<file path="src/rtl/hc_fifo_wr_drain.sv">
// hc_fifo_wr_drain: drains 512-bit lines from an hc_fifo into line-granular host-memory write requests.
// Latency: a write request is presented (registered) the cycle after its FIFO dequeue; one request per cycle max.
// Backpressure: wr_almost_full, an empty FIFO or a full outstanding window stop new dequeues; a registered request is always presented.
module hc_fifo_wr_drain #(
  parameter int DATA_WIDTH      = 512,
  parameter int ADDR_WIDTH      = 42,
  parameter int LEN_WIDTH       = 32,
  parameter int MAX_OUTSTANDING = 64,
  localparam int OUT_WIDTH      = $clog2(MAX_OUTSTANDING + 1)
) (
  input  logic                  clk,
  input  logic                  reset,
  input  logic                  start,
  input  logic [ADDR_WIDTH-1:0] base_addr,
  input  logic [LEN_WIDTH-1:0]  num_lines,
  input  logic [DATA_WIDTH-1:0] fifo_data,
  input  logic                  fifo_not_empty,
  output logic                  fifo_deq,
  input  logic                  wr_almost_full,
  output logic                  wr_req_valid,
  output logic [ADDR_WIDTH-1:0] wr_req_addr,
  output logic [DATA_WIDTH-1:0] wr_req_data,
  input  logic                  wr_rsp_valid,
  output logic                  busy,
  output logic                  done,
  output logic [OUT_WIDTH-1:0]  outstanding
);

  typedef enum logic [1:0] {IDLE, RUN, WAIT_RSP, DONE} state_t;

  localparam logic [OUT_WIDTH-1:0] OUT_MAX = OUT_WIDTH'(MAX_OUTSTANDING);
  localparam logic [OUT_WIDTH-1:0] OUT_ONE = OUT_WIDTH'(1);
  localparam logic [LEN_WIDTH-1:0] LEN_ONE = LEN_WIDTH'(1);

  state_t                state;
  state_t                state_nxt;
  logic [ADDR_WIDTH-1:0] base_q;
  logic [LEN_WIDTH-1:0]  len_q;
  logic [LEN_WIDTH-1:0]  issued;
  logic [LEN_WIDTH-1:0]  acked;
  logic [LEN_WIDTH-1:0]  acked_nxt;
  logic                  issue;
  logic                  rsp_hit;
  logic                  last_issue;
  logic                  start_ok;

  // Issue qualification; a response only counts while something is outstanding.
  always_comb begin
    start_ok   = (state == IDLE) && start;
    issue      = (state == RUN) && fifo_not_empty && !wr_almost_full &&
                 (issued < len_q) && (outstanding < OUT_MAX);
    rsp_hit    = wr_rsp_valid && (outstanding != '0);
    last_issue = issue && ((issued + LEN_ONE) == len_q);
    acked_nxt  = rsp_hit ? (acked + LEN_ONE) : acked;
  end

  assign fifo_deq = issue;

  // Next-state and status outputs.
  always_comb begin
    state_nxt = state;
    busy      = 1'b0;
    done      = 1'b0;
    case (state)
      IDLE: begin
        if (start) state_nxt = (num_lines == '0) ? DONE : RUN;
      end
      RUN: begin
        busy = 1'b1;
        if (last_issue) state_nxt = WAIT_RSP;
      end
      WAIT_RSP: begin
        busy = 1'b1;
        // Counts the response arriving this cycle, so completion is not delayed a cycle.
        if (acked_nxt == len_q) state_nxt = DONE;
      end
      DONE: begin
        done      = 1'b1;
        state_nxt = IDLE;
      end
      default: state_nxt = IDLE;
    endcase
  end

  // State register.
  always_ff @(posedge clk or posedge reset) begin
    if (reset) state <= IDLE;
    else       state <= state_nxt;
  end

  // Transfer bookkeeping: programmed base/length, issue and acknowledge counters.
  always_ff @(posedge clk or posedge reset) begin
    if (reset) begin
      base_q <= '0;
      len_q  <= '0;
      issued <= '0;
      acked  <= '0;
    end else if (start_ok) begin
      base_q <= base_addr;
      len_q  <= num_lines;
      issued <= '0;
      acked  <= '0;
    end else begin
      if (issue) issued <= issued + LEN_ONE;
      acked <= acked_nxt;
    end
  end

  // Outstanding window: an issue and a counted response in one cycle cancel out.
  always_ff @(posedge clk or posedge reset) begin
    if (reset) begin
      outstanding <= '0;
    end else begin
      case ({issue, rsp_hit})
        2'b10:   outstanding <= outstanding + OUT_ONE;
        2'b01:   outstanding <= outstanding - OUT_ONE;
        default: outstanding <= outstanding;
      endcase
    end
  end

  // Registered write request; address wraps silently at the top of the address space.
  always_ff @(posedge clk or posedge reset) begin
    if (reset) begin
      wr_req_valid <= 1'b0;
      wr_req_addr  <= '0;
      wr_req_data  <= '0;
    end else begin
      wr_req_valid <= issue;
      if (issue) begin
        wr_req_addr <= base_q + ADDR_WIDTH'(issued);
        wr_req_data <= fifo_data;
      end
    end
  end

endmodule

</file>
<file path="config.mk">
export PLATFORM = sky130hd
export DESIGN_NAME = hc_fifo_wr_drain
export DESIGN_NICKNAME = d
export VERILOG_FILES = /design/src/rtl/hc_fifo_wr_drain.sv
export SDC_FILE = /design/constraint.sdc
export NUM_CORES = 1
export LEC_CHECK = 0
export BUFFER_PORTS_ARGS = -buffer_cell sky130_fd_sc_hd__buf_2
export CAP_MARGIN = 10
export CORE_AREA = 2 2 452 454
export DETAILED_ROUTE_END_ITERATION = 8
export DIE_AREA = 0 0 454 456
export HOLD_SLACK_MARGIN = 0.15
export SYNTH_ARGS = -nofsm -noshare
export SYNTH_HDL_FRONTEND = slang
export SYNTH_SLANG_ARGS = --single-unit
</file>
<file path="constraint.sdc">
create_clock -name clk -period 55.2 [get_ports clk]
set_input_delay 16.56 -clock clk [delete_from_list [all_inputs] [get_ports clk]]
set_output_delay 16.56 -clock clk [all_outputs]
set_load 0.01 [all_outputs]
</file>
==> flow_metrics.py, run 1 <==
metrics = {
    "setup_path": {
        "worst-path-stages": 5,
        "path_buf_inv": 3,
        "crit_chain": "buf_2 -> or4_1 -> a221o_4 -> inv_8 -> buf_2",
        "cp-start-kind": "primary input",
        "r2r_cells": 14,
        "slowest_stage": "or4_1",
        "cp_max_fo": 33,
        "end_kind": "primary output",
        "crit_type": "in2out",
        "worstPathRequired_ns": 38.64,
        "crit_top_cell": "buf_2",
        "worstPathArrival_ns": 18.15,
        "crit_family": "simple AND/OR/NAND/NOR gates",
        "max_stage_delay_ns": 0.55,
    },
    "die": {
        "dieWidth_um": 454,
        "die-area_um2": 207000,
        "ioPinCount": 1157,
        "initial_utilization": 0.156,
        "core_area_um2": 202000,
        "die_h_um": 456,
        "num_rows": 165,
    },
    "route": {
        "wl_um": 190000,
        "wl_per_cell_um": 25.4,
        "avgViaCountPerCell": 4.04,
        "final_antenna_net_count": 0,
        "route.detailed.drc": 0,
        "route.vias.total": 30300,
        "first_pass_iters": 5,
        "drtIter0Drc": 2146,
    },
    "synth": {
        "ys_ff_latch": 702,
        "yosys_warnings": 0,
        "syn_nets": 4291,
        "ys_seq_area_frac": 0.559,
        "synth_edf_count": 0,
        "synth_cell_types": 77,
        "ys.flop_type": "dfrtp_1",
        "netlist_instances": 3624,
        "synth_area_um2": 31400,
        "async_flop_share": 1.00,
        "postSynthAreaPerCell_um2": 8.67,
    },
    "place": {
        "gp_congestion": 0.935,
        "place.port_buffers": 1156,
        "placedInstanceArea_um2": 40100,
        "hpwlAfterDp_um": 157000,
    },
    "grt": {
        "grt_pass1_vias": 30400,
        "overflow": 0,
        "antenna_found_initial": 119,
        "grt_usage": 0.179,
        "grt_max_degree": 172,
        "grt_pass1_wl_um": 257000,
    },
    "clocking": {
        "clock_sinks": 702,
        "post_cts_resized": 0,
        "clk_pin_slew_ns": 0.06,
        "cts-buffers-inserted": 93,
        "tritoncts": "yes",
        "cts_max_level": 3,
        "hold_buffers": 0,
        "clk_path_buf_depth": 3,
        "ctsRootBufferMaster": "clkbuf_16",
        "clk_latency_ns": 0.72,
        "postCtsSetupBuffers": 0,
    },
    "pwr": {
        "vdd_ir_drop_max_uv": 31.1,
        "p_leak_nw": 23.0,
        "p_per_area_nw_per_um2": 59.4,
    },
    "sta": {
        "finalHoldViolations": 0,
        "finalSetupViolations": 0,
        "finalMaxSlewViolations": 0,
        "relSlewSlack": 0.224,
        "finalCriticalPeriod_ns": 34.71,
        "post-route-period-util": 0.629,
        "max_clock_freq_mhz": 28.8,
        "worst_slew_pin_slew_ns": 1.14,
        "setup-tns-final_ns": 0,
        "fin_skew_ns": 0.0246,
        "rsz0062_at_grt": "no",
    },
    "hold_path": {
        "hold_depth": 2,
        "hold_path.class": "reg2reg",
    },
    "layout": {
        "design_area_um2": 43400,
        "syn2layout_area_growth_pct": 38.1,
        "drive_above_1_share": 0.285,
        "layout.nets": 5392,
        "fill_cells": 22400,
    },
    "flow_run": {
        "cap_violations": 0,
    },
    "status": {
        "status": "finished clean",
    },
}
per-stage QoR:
| stage | setup slack, ns | utilization | instances | total power [mW] | hold WS, ns |
|---|---|---|---|---|---|
| after global routing | 20.43 | 0.215 | 7487 | 2.76 | 0.484 |
| after detailed placement | 20.48 | 0.199 | 7302 | 1.97 | 0.457 |
| after global placement | 20.49 | 0.199 | 7302 | 1.95 | 0.453 |
| final | 20.49 | 0.215 | 7494 | 2.58 | 0.464 |
| after floorplan | 18.95 | - | 3624 | 1.34 | 0.452 |
| after CTS | 20.47 | 0.215 | 7472 | 2.64 | 0.470 |
area by class of cell:
class	count	area, um2	area share
Clock buffer	126	2670	0.0616
Sequential cell	702	17600	0.405
Multi-Input combinational cell	2686	13000	0.299
Inverter	58	233	0.00536
Tap cell	2672	3340	0.0770
Clock inverter	44	543	0.0125
Antenna cell	22	55.1	0.00127
Timing Repair Buffer	1184	6020	0.139
cells in the final DEF, fill, tap and decap left out, drive strengths merged, types with 15 or more instances in the layout:
cell type and instances:
and4 15, o21ai 108, xor2 71, ha 74
clkinv 23, nor2 110, nor4 15, buf 1184
inv 60, and3 22, diode 22, a21oi 64
clkbuf 126, nand4 40, nor3 34, a21o 25
dfrtp 702, nand2 1799, nand3 42, or3 23
xnor2 68
layer usage:
layer | wire length (um) | global-route usage
met4 | 8270 | 0.0628
met2 | 96300 | 0.320
met3 | 18800 | 0.0737
met5 | 66 | 0
met1 | 66600 | 0.186
worst reg2reg max path, stage by stage (launching register included):
cell and delay, ns:
dfrtp_1 0.51, inv_1 0.25, ha_1 0.37, nand4_1 0.13
nor2_1 0.16, nand2_1 0.13, a2111oi_0 0.91, o31ai_1 0.26
a21oi_1 0.31, a221o_4 0.38, buf_4 0.73, buf_4 0.71
buf_4 0.94, nand2_1 0.26, nand2_1 0.12
report_power, final:
group	leakage [nW]	internal, mW	switching (mW)
registers	8.86	0.753	0.166
logic	12.6	0.317	0.698
clock network	1.55	0.379	0.266
synthesized netlist by cell type, drive strengths merged (23+ instances only):
cell / number / area share
nand2: 1799 / 0.21
dfrtp: 702 / 0.56
clkbuf: 170 / 0.020
nor2: 110 / 0.013
o21ai: 108 / 0.017
ha: 74 / 0.029
xor2: 71 / 0.020
xnor2: 68 / 0.019
a21oi: 64 / 0.010
inv: 57 / 0.0068
nand3: 42 / 0.0068
nand4: 40 / 0.0080
nor3: 34 / 0.0056
a21o: 25 / 0.0060
or3: 23 / 0.0049
cells by family after synthesis:
group	after synthesis	share of synthesized area
flops	702	0.559
simple gates	2156	0.277
mux	11	0.00374
buf+inv	236	0.0287
xor+xnor	140	0.0395
compound gates	304	0.0617
fa+ha+maj	75	0.0301
path summary, 6_finish.rpt:
path	start	endpoint	slack, ns
hold / removal	wr_req_data[281]	wr_req_data[281]	0.46
min in group asynchronous	reset	wr_req_data[396]	15.94
hold reg to reg	wr_req_data[281]	wr_req_data[281]	0.46
max in group asynchronous	reset	wr_req_data[66]	36.14
setup / recovery	wr_almost_full	fifo_deq	20.49
setup reg to reg	len_q[21]	wr_req_data[220]	48.98
state kept, by name (all words and copies together), names as in the netlist:
signal	cells
wr_req_data	512
base_q	42
wr_req_addr	42
acked	32
issued	32
len_q	32
outstanding	7
state	2
wr_req_valid	1
Note: power is estimated with default switching activity, not from simulation.
==> inputs of run 2 (changes only) <==
- CORE_AREA: 2 2 452 454 -> 2 2 453 455
- DIE_AREA: 0 0 454 456 -> 0 0 455 457
- clock period: 55.2 -> 28.3 ns (I/O delays scaled with it)
==> run 2 against run 1 <==
  * Sequential power rose by 100%
  * Via count grew 0.85%
  * Largest power group unchanged
  * Final area is 0.42% higher
  * Worst hold slack better by 0.0021 ns
  * Cell count increased by 0.32%
  * Routed wire length rose by 4.3%
  * Sequential share of layout area decreased by 0.17 points
  * Register-to-register slack worse by 27 ns
==> flow_metrics.py, run 2 (same netlist as run 1, synthesis figures left out) <==
metrics = {
    "status": {
        "status": "finished clean",
    },
    "die": {
        "dieWidth_um": 455,
        "ioPinCount": 1157,
        "die_h_um": 457,
        "num_rows": 166,
        "core_area_um2": 203000,
        "die-area_um2": 208000,
        "initial_utilization": 0.155,
    },
    "layout": {
        "regMostFlops": "wr_req_data",
        "largest_reg_flops": 512,
        "instances_no_fill": 7518,
        "reg.largest.list": "wr_req_data (512), base_q (42), wr_req_addr (42)",
        "drive_above_1_share": 0.287,
        "final_common_cell": "nand2_1",
        "layout.nets": 5395,
        "final_cell_mix": "1,798 x nand2_1, 1,156 x buf_2, 702 x dfrtp_1, 110 x nor2_1, 107 x o21ai_0",
        "syn2layout_area_growth_pct": 38.7,
    },
    "clocking": {
        "hold_buffers": 0,
        "post_cts_resized": 0,
        "cts-buffers-inserted": 96,
        "ctsRootBufferMaster": "clkbuf_16",
        "tritoncts": "yes",
        "clk_latency_ns": 0.74,
        "clock_sinks": 702,
        "clk_path_buf_depth": 3,
        "clk_pin_slew_ns": 0.06,
        "postCtsSetupBuffers": 0,
        "cts_max_level": 3,
    },
    "grt": {
        "grt_usage": 0.185,
        "antenna_found_initial": 94,
        "grt_max_degree": 181,
        "grt_pass1_wl_um": 264000,
        "overflow": 0,
        "grt_pass1_vias": 30100,
    },
    "route": {
        "final_antenna_net_count": 0,
        "route.detailed.drc": 0,
        "avgViaCountPerCell": 4.07,
        "route.vias.total": 30600,
        "wl_um": 198000,
        "wl_per_cell_um": 26.4,
        "drtIter0Drc": 2146,
        "first_pass_iters": 5,
    },
    "sta": {
        "worst_slack_ns": 9.24,
        "relSlewSlack": 0.188,
        "finalSetupViolations": 0,
        "rsz0062_at_grt": "no",
        "worst_slew_pin_slew_ns": 1.22,
        "fin_skew_ns": 0.0457,
        "max_clock_freq_mhz": 52.5,
        "finalCriticalPeriod_ns": 19.06,
        "finalHoldViolations": 0,
        "setup-tns-final_ns": 0,
        "post-route-period-util": 0.673,
        "finalMaxSlewViolations": 0,
    },
    "setup_path": {
        "slowest_stage": "or4_1",
        "r2r_cells": 15,
        "worstSetupEndpoint": "fifo_deq",
        "r2r-end": "wr_req_addr[37]",
        "crit_chain": "buf_2 -> or4_1 -> a221o_4 -> inv_8 -> buf_2",
        "crit_family": "buffers and inverters",
        "worstPathRequired_ns": 19.81,
        "crit_top_cell": "buf_2",
        "cp-start-kind": "primary input",
        "crit_start": "wr_almost_full",
        "rr_startpoint": "len_q[2]",
        "path_buf_inv": 3,
        "r2r_slack_ns": 22.37,
        "cp_max_fo": 107,
        "worstPathArrival_ns": 10.57,
        "max_stage_delay_ns": 0.59,
        "crit_type": "in2out",
        "worst-path-stages": 5,
        "end_kind": "primary output",
    },
    "place": {
        "place.port_buffers": 1156,
        "gp_congestion": 0.975,
        "pre_cts_ws_ns": 9.20,
        "place_inst": 7318,
        "hpwlAfterDp_um": 161000,
    },
    "pwr": {
        "power.total_mw": 5.17,
        "p_leak_nw": 23.0,
        "power_frac_clock": 0.253,
        "vdd_ir_drop_max_uv": 64.0,
        "swShare": 0.448,
        "p_per_area_nw_per_um2": 119,
        "seqPwrFrac": 0.357,
        "comb_power_share": 0.390,
        "p_int_mw": 2.85,
        "p_sw_mw": 2.32,
    },
    "hold_path": {
        "hold_path.class": "reg2reg",
        "hp-start": "wr_req_data[333]",
        "hold_depth": 2,
    },
    "flow_run": {
        "cap_violations": 0,
    },
}
## run 2: changes by cell type in the layout (fill, tap and decap cells not counted), moves of 3 or more
cell,previous run,this run
clkbuf_8,18,11
clkbuf_1,13,10
clkinv_4,3,11
inv_6,3,8
clkbuf_16,95,98
## run 2: final cells by class
cell class | count | area, um2
clock inverter | 58 | 724
sequential | 702 | 17600
timing repair buffer | 1184 | 6030
inverter | 58 | 233
multi-input combinational | 2686 | 13000
clock buffer | 119 | 2640
antenna | 23 | 57.6
fill | 22600 | 160000
tap | 2688 | 3360
## run 2: routing by layer
layer	vias up	track usage	wire, um	part of all wire
li1	13900	-	-	-
met1	15200	0.220	80000	0.40
met2	1150	0.327	100000	0.51
met3	316	0.0395	11600	0.059
met4	10	0.0595	6450	0.033
met5	-	0	65	0.00033
## run 2: power groups by stage
stage | sequential, mW | clock, mW | combinational, mW
floorplan | 1.93 | 0 | 0.677
global placement | 1.83 | 0 | 2.06
detailed placement | 1.84 | 0 | 2.07
CTS | 1.84 | 1.36 | 2.08
global route | 1.90 | 1.39 | 2.18
finish | 1.84 | 1.31 | 2.02
## run 2: through the flow
step	cell area (um2)	hold WS [ns]	utilization
2_1_floorplan	31400	0.452	-
3_3_place_gp	40200	0.455	0.198
3_5_place_dp	40200	0.457	0.198
4_1_cts	43500	0.472	0.214
5_1_grt	43600	0.491	0.214
6_report	43600	0.466	0.214
## run 2: worst register-to-register path: stages, from the launching register on
cell	delay, ns
dfrtp_1	0.45
inv_1	0.11
ha_1	0.29
o21ai_0	0.17
a21oi_1	0.06
o41ai_1	0.66
a2111oi_0	0.37
o31ai_1	0.39
a21oi_1	0.13
a221o_4	0.53
inv_8	0.48
buf_4	0.96
buf_4	0.74
o221a_2	0.34
a21oi_1	0.04
nor2_1	0.12
## run 2: worst min-delay path by stage
stage | end | slack, ns
5_1_grt | wr_req_data[194] | 0.49
6_report | wr_req_data[333] | 0.47
3_5_place_dp | wr_req_data[336] | 0.46
3_3_place_gp | wr_req_data[202] | 0.45
4_1_cts | wr_req_data[333] | 0.47
2_1_floorplan | base_q[0] | 0.45
==> inputs of run 3 (changes only) <==
- CORE_AREA: 2 2 453 455 -> 2 2 456 458
- DIE_AREA: 0 0 455 457 -> 0 0 458 460
- clock period: 28.3 -> 19.62 ns (I/O delays scaled with it)
==> run 3 against run 2 <==
  * Combinational power grew 42%
  * Sequential cell count is the same
  * Routed wire length shrank 1.5%
  * Critical path depth is the same
  * Power grew 42%
  * Via count shrank 0.16%
  * Setup slack lost 3.5 ns
  * Critical endpoint unchanged
  * Largest cell class unchanged
  * Highest routed layer unchanged
==> flow_metrics.py, run 3 (same netlist as run 1, synthesis figures left out) <==
metrics = {
    "clocking": {
        "clk_path_buf_depth": 3,
        "tritoncts": "yes",
        "postCtsSetupBuffers": 0,
        "cts-buffers-inserted": 92,
        "cts_max_level": 3,
        "clock_sinks": 702,
        "clk_latency_ns": 0.72,
        "clk_pin_slew_ns": 0.06,
        "hold_buffers": 0,
        "ctsRootBufferMaster": "clkbuf_16",
        "post_cts_resized": 0,
    },
    "sta": {
        "finalCriticalPeriod_ns": 13.83,
        "fin_skew_ns": 0.0413,
        "relSlewSlack": 0.185,
        "finalMaxSlewViolations": 0,
        "post-route-period-util": 0.705,
        "finalHoldViolations": 0,
        "max_clock_freq_mhz": 72.3,
        "setup-tns-final_ns": 0,
        "finalSetupViolations": 0,
        "rsz0062_at_grt": "no",
        "worst_slew_pin_slew_ns": 1.22,
        "worst_slack_ns": 5.79,
    },
    "die": {
        "die_h_um": 460,
        "ioPinCount": 1157,
        "num_rows": 167,
        "initial_utilization": 0.153,
        "core_area_um2": 206000,
        "die-area_um2": 211000,
        "dieWidth_um": 458,
    },
    "setup_path": {
        "cp_max_fo": 67,
        "worstPathRequired_ns": 13.73,
        "rr_startpoint": "len_q[21]",
        "worstPathArrival_ns": 7.95,
        "crit_type": "in2out",
        "r2r_cells": 14,
        "r2r_slack_ns": 13.01,
        "cp-start-kind": "primary input",
        "r2r-end": "wr_req_data[213]",
        "end_kind": "primary output",
    },
    "route": {
        "avgViaCountPerCell": 4.05,
        "wl_per_cell_um": 25.9,
        "final_antenna_net_count": 0,
        "first_pass_iters": 5,
        "route.detailed.drc": 0,
        "drtIter0Drc": 2141,
        "wl_um": 195000,
        "route.vias.total": 30500,
    },
    "status": {
        "status": "finished clean",
    },
    "layout": {
        "final_util": 0.211,
        "layout.nets": 5393,
        "regMostFlops": "wr_req_data",
        "fill_cells": 23000,
        "reg.largest.list": "wr_req_data (512), base_q (42), wr_req_addr (42)",
        "final_common_cell": "nand2_1",
        "instances_no_fill": 7537,
        "largest_reg_flops": 512,
        "ff_latch_area_um2": 17600,
        "final_cell_mix": "1,798 x nand2_1, 1,156 x buf_2, 702 x dfrtp_1, 110 x nor2_1, 107 x o21ai_0",
        "drive_above_1_share": 0.285,
        "syn2layout_area_growth_pct": 38.4,
        "multi_input_area_um2": 13000,
    },
    "pwr": {
        "power.total_mw": 7.32,
        "p_leak_nw": 23.0,
        "p_per_area_nw_per_um2": 168,
        "vdd_ir_drop_max_uv": 89.9,
    },
    "flow_run": {
        "cap_violations": 0,
    },
    "place": {
        "gp_congestion": 0.960,
        "place_inst": 7336,
        "place.port_buffers": 1156,
        "pre_cts_ws_ns": 5.77,
        "hpwlAfterDp_um": 160000,
    },
    "grt": {
        "overflow": 0,
        "grt_usage": 0.178,
        "grt_max_degree": 199,
        "grt_pass1_vias": 30100,
        "antenna_found_initial": 96,
        "grt_pass1_wl_um": 259000,
    },
    "hold_path": {
        "min_to": "wr_req_data[386]",
        "hold_depth": 2,
        "hp-start": "wr_req_data[386]",
        "hold_path.class": "reg2reg",
    },
}
## run 3: cell types whose count changed in the layout (fill, tap and decap cells not counted), sizes merged
cell,before,now
diode,23,31
clkinv,31,24
clkbuf,119,124
clkinvlp,9,6
buf,1184,1186
bufinv,10,9
inv,66,65
## run 3: layer usage
metal | share of wire | routed length (um) | track usage | up-vias
met3 | 0.085 | 16500 | 0.0630 | 343
met2 | 0.48 | 93400 | 0.296 | 1248
met1 | 0.39 | 76000 | 0.207 | 15000
met4 | 0.046 | 8940 | 0.0751 | 58
met5 | 0.0018 | 356 | 0 | -
li1 | - | - | - | 13900
## run 3: worst max path at each step
stage,start,end,depth (start not counted)
floorplan,reset,acked[0],1
global placement,wr_almost_full,fifo_deq,5
detailed placement,wr_almost_full,fifo_deq,5
CTS,wr_almost_full,fifo_deq,5
global route,wr_almost_full,fifo_deq,5
finish,wr_almost_full,fifo_deq,5
## run 3: where the power goes
part,internal (mW),switching (mW)
combinational,0.891,1.96
clock,1.06,0.755
sequential,2.12,0.533
total,4.07,3.25
## run 3: critical path, cell delays in order
cell and delay, ns:
buf_2 0.10, or4_1 0.57, a221o_4 0.62, inv_8 0.43
buf_2 0.22
## run 3: final cells by class
| type | count | area share |
|---|---|---|
| Clock inverter | 46 | 0.0136 |
| Tap cell | 2704 | 0.0778 |
| Multi-Input combinational cell | 2686 | 0.299 |
| Sequential cell | 702 | 0.404 |
| Antenna cell | 31 | 0.00178 |
| Timing Repair Buffer | 1186 | 0.139 |
| Inverter | 58 | 0.00527 |
| Clock buffer | 124 | 0.0597 |
## run 3: stage by stage
step | hold slack [ns] | cell area, um2
after floorplan | 0.452 | 31400
after global placement | 0.452 | 40200
after detailed placement | 0.457 | 40200
after CTS | 0.472 | 43400
after global routing | 0.487 | 43500
final | 0.467 | 43500
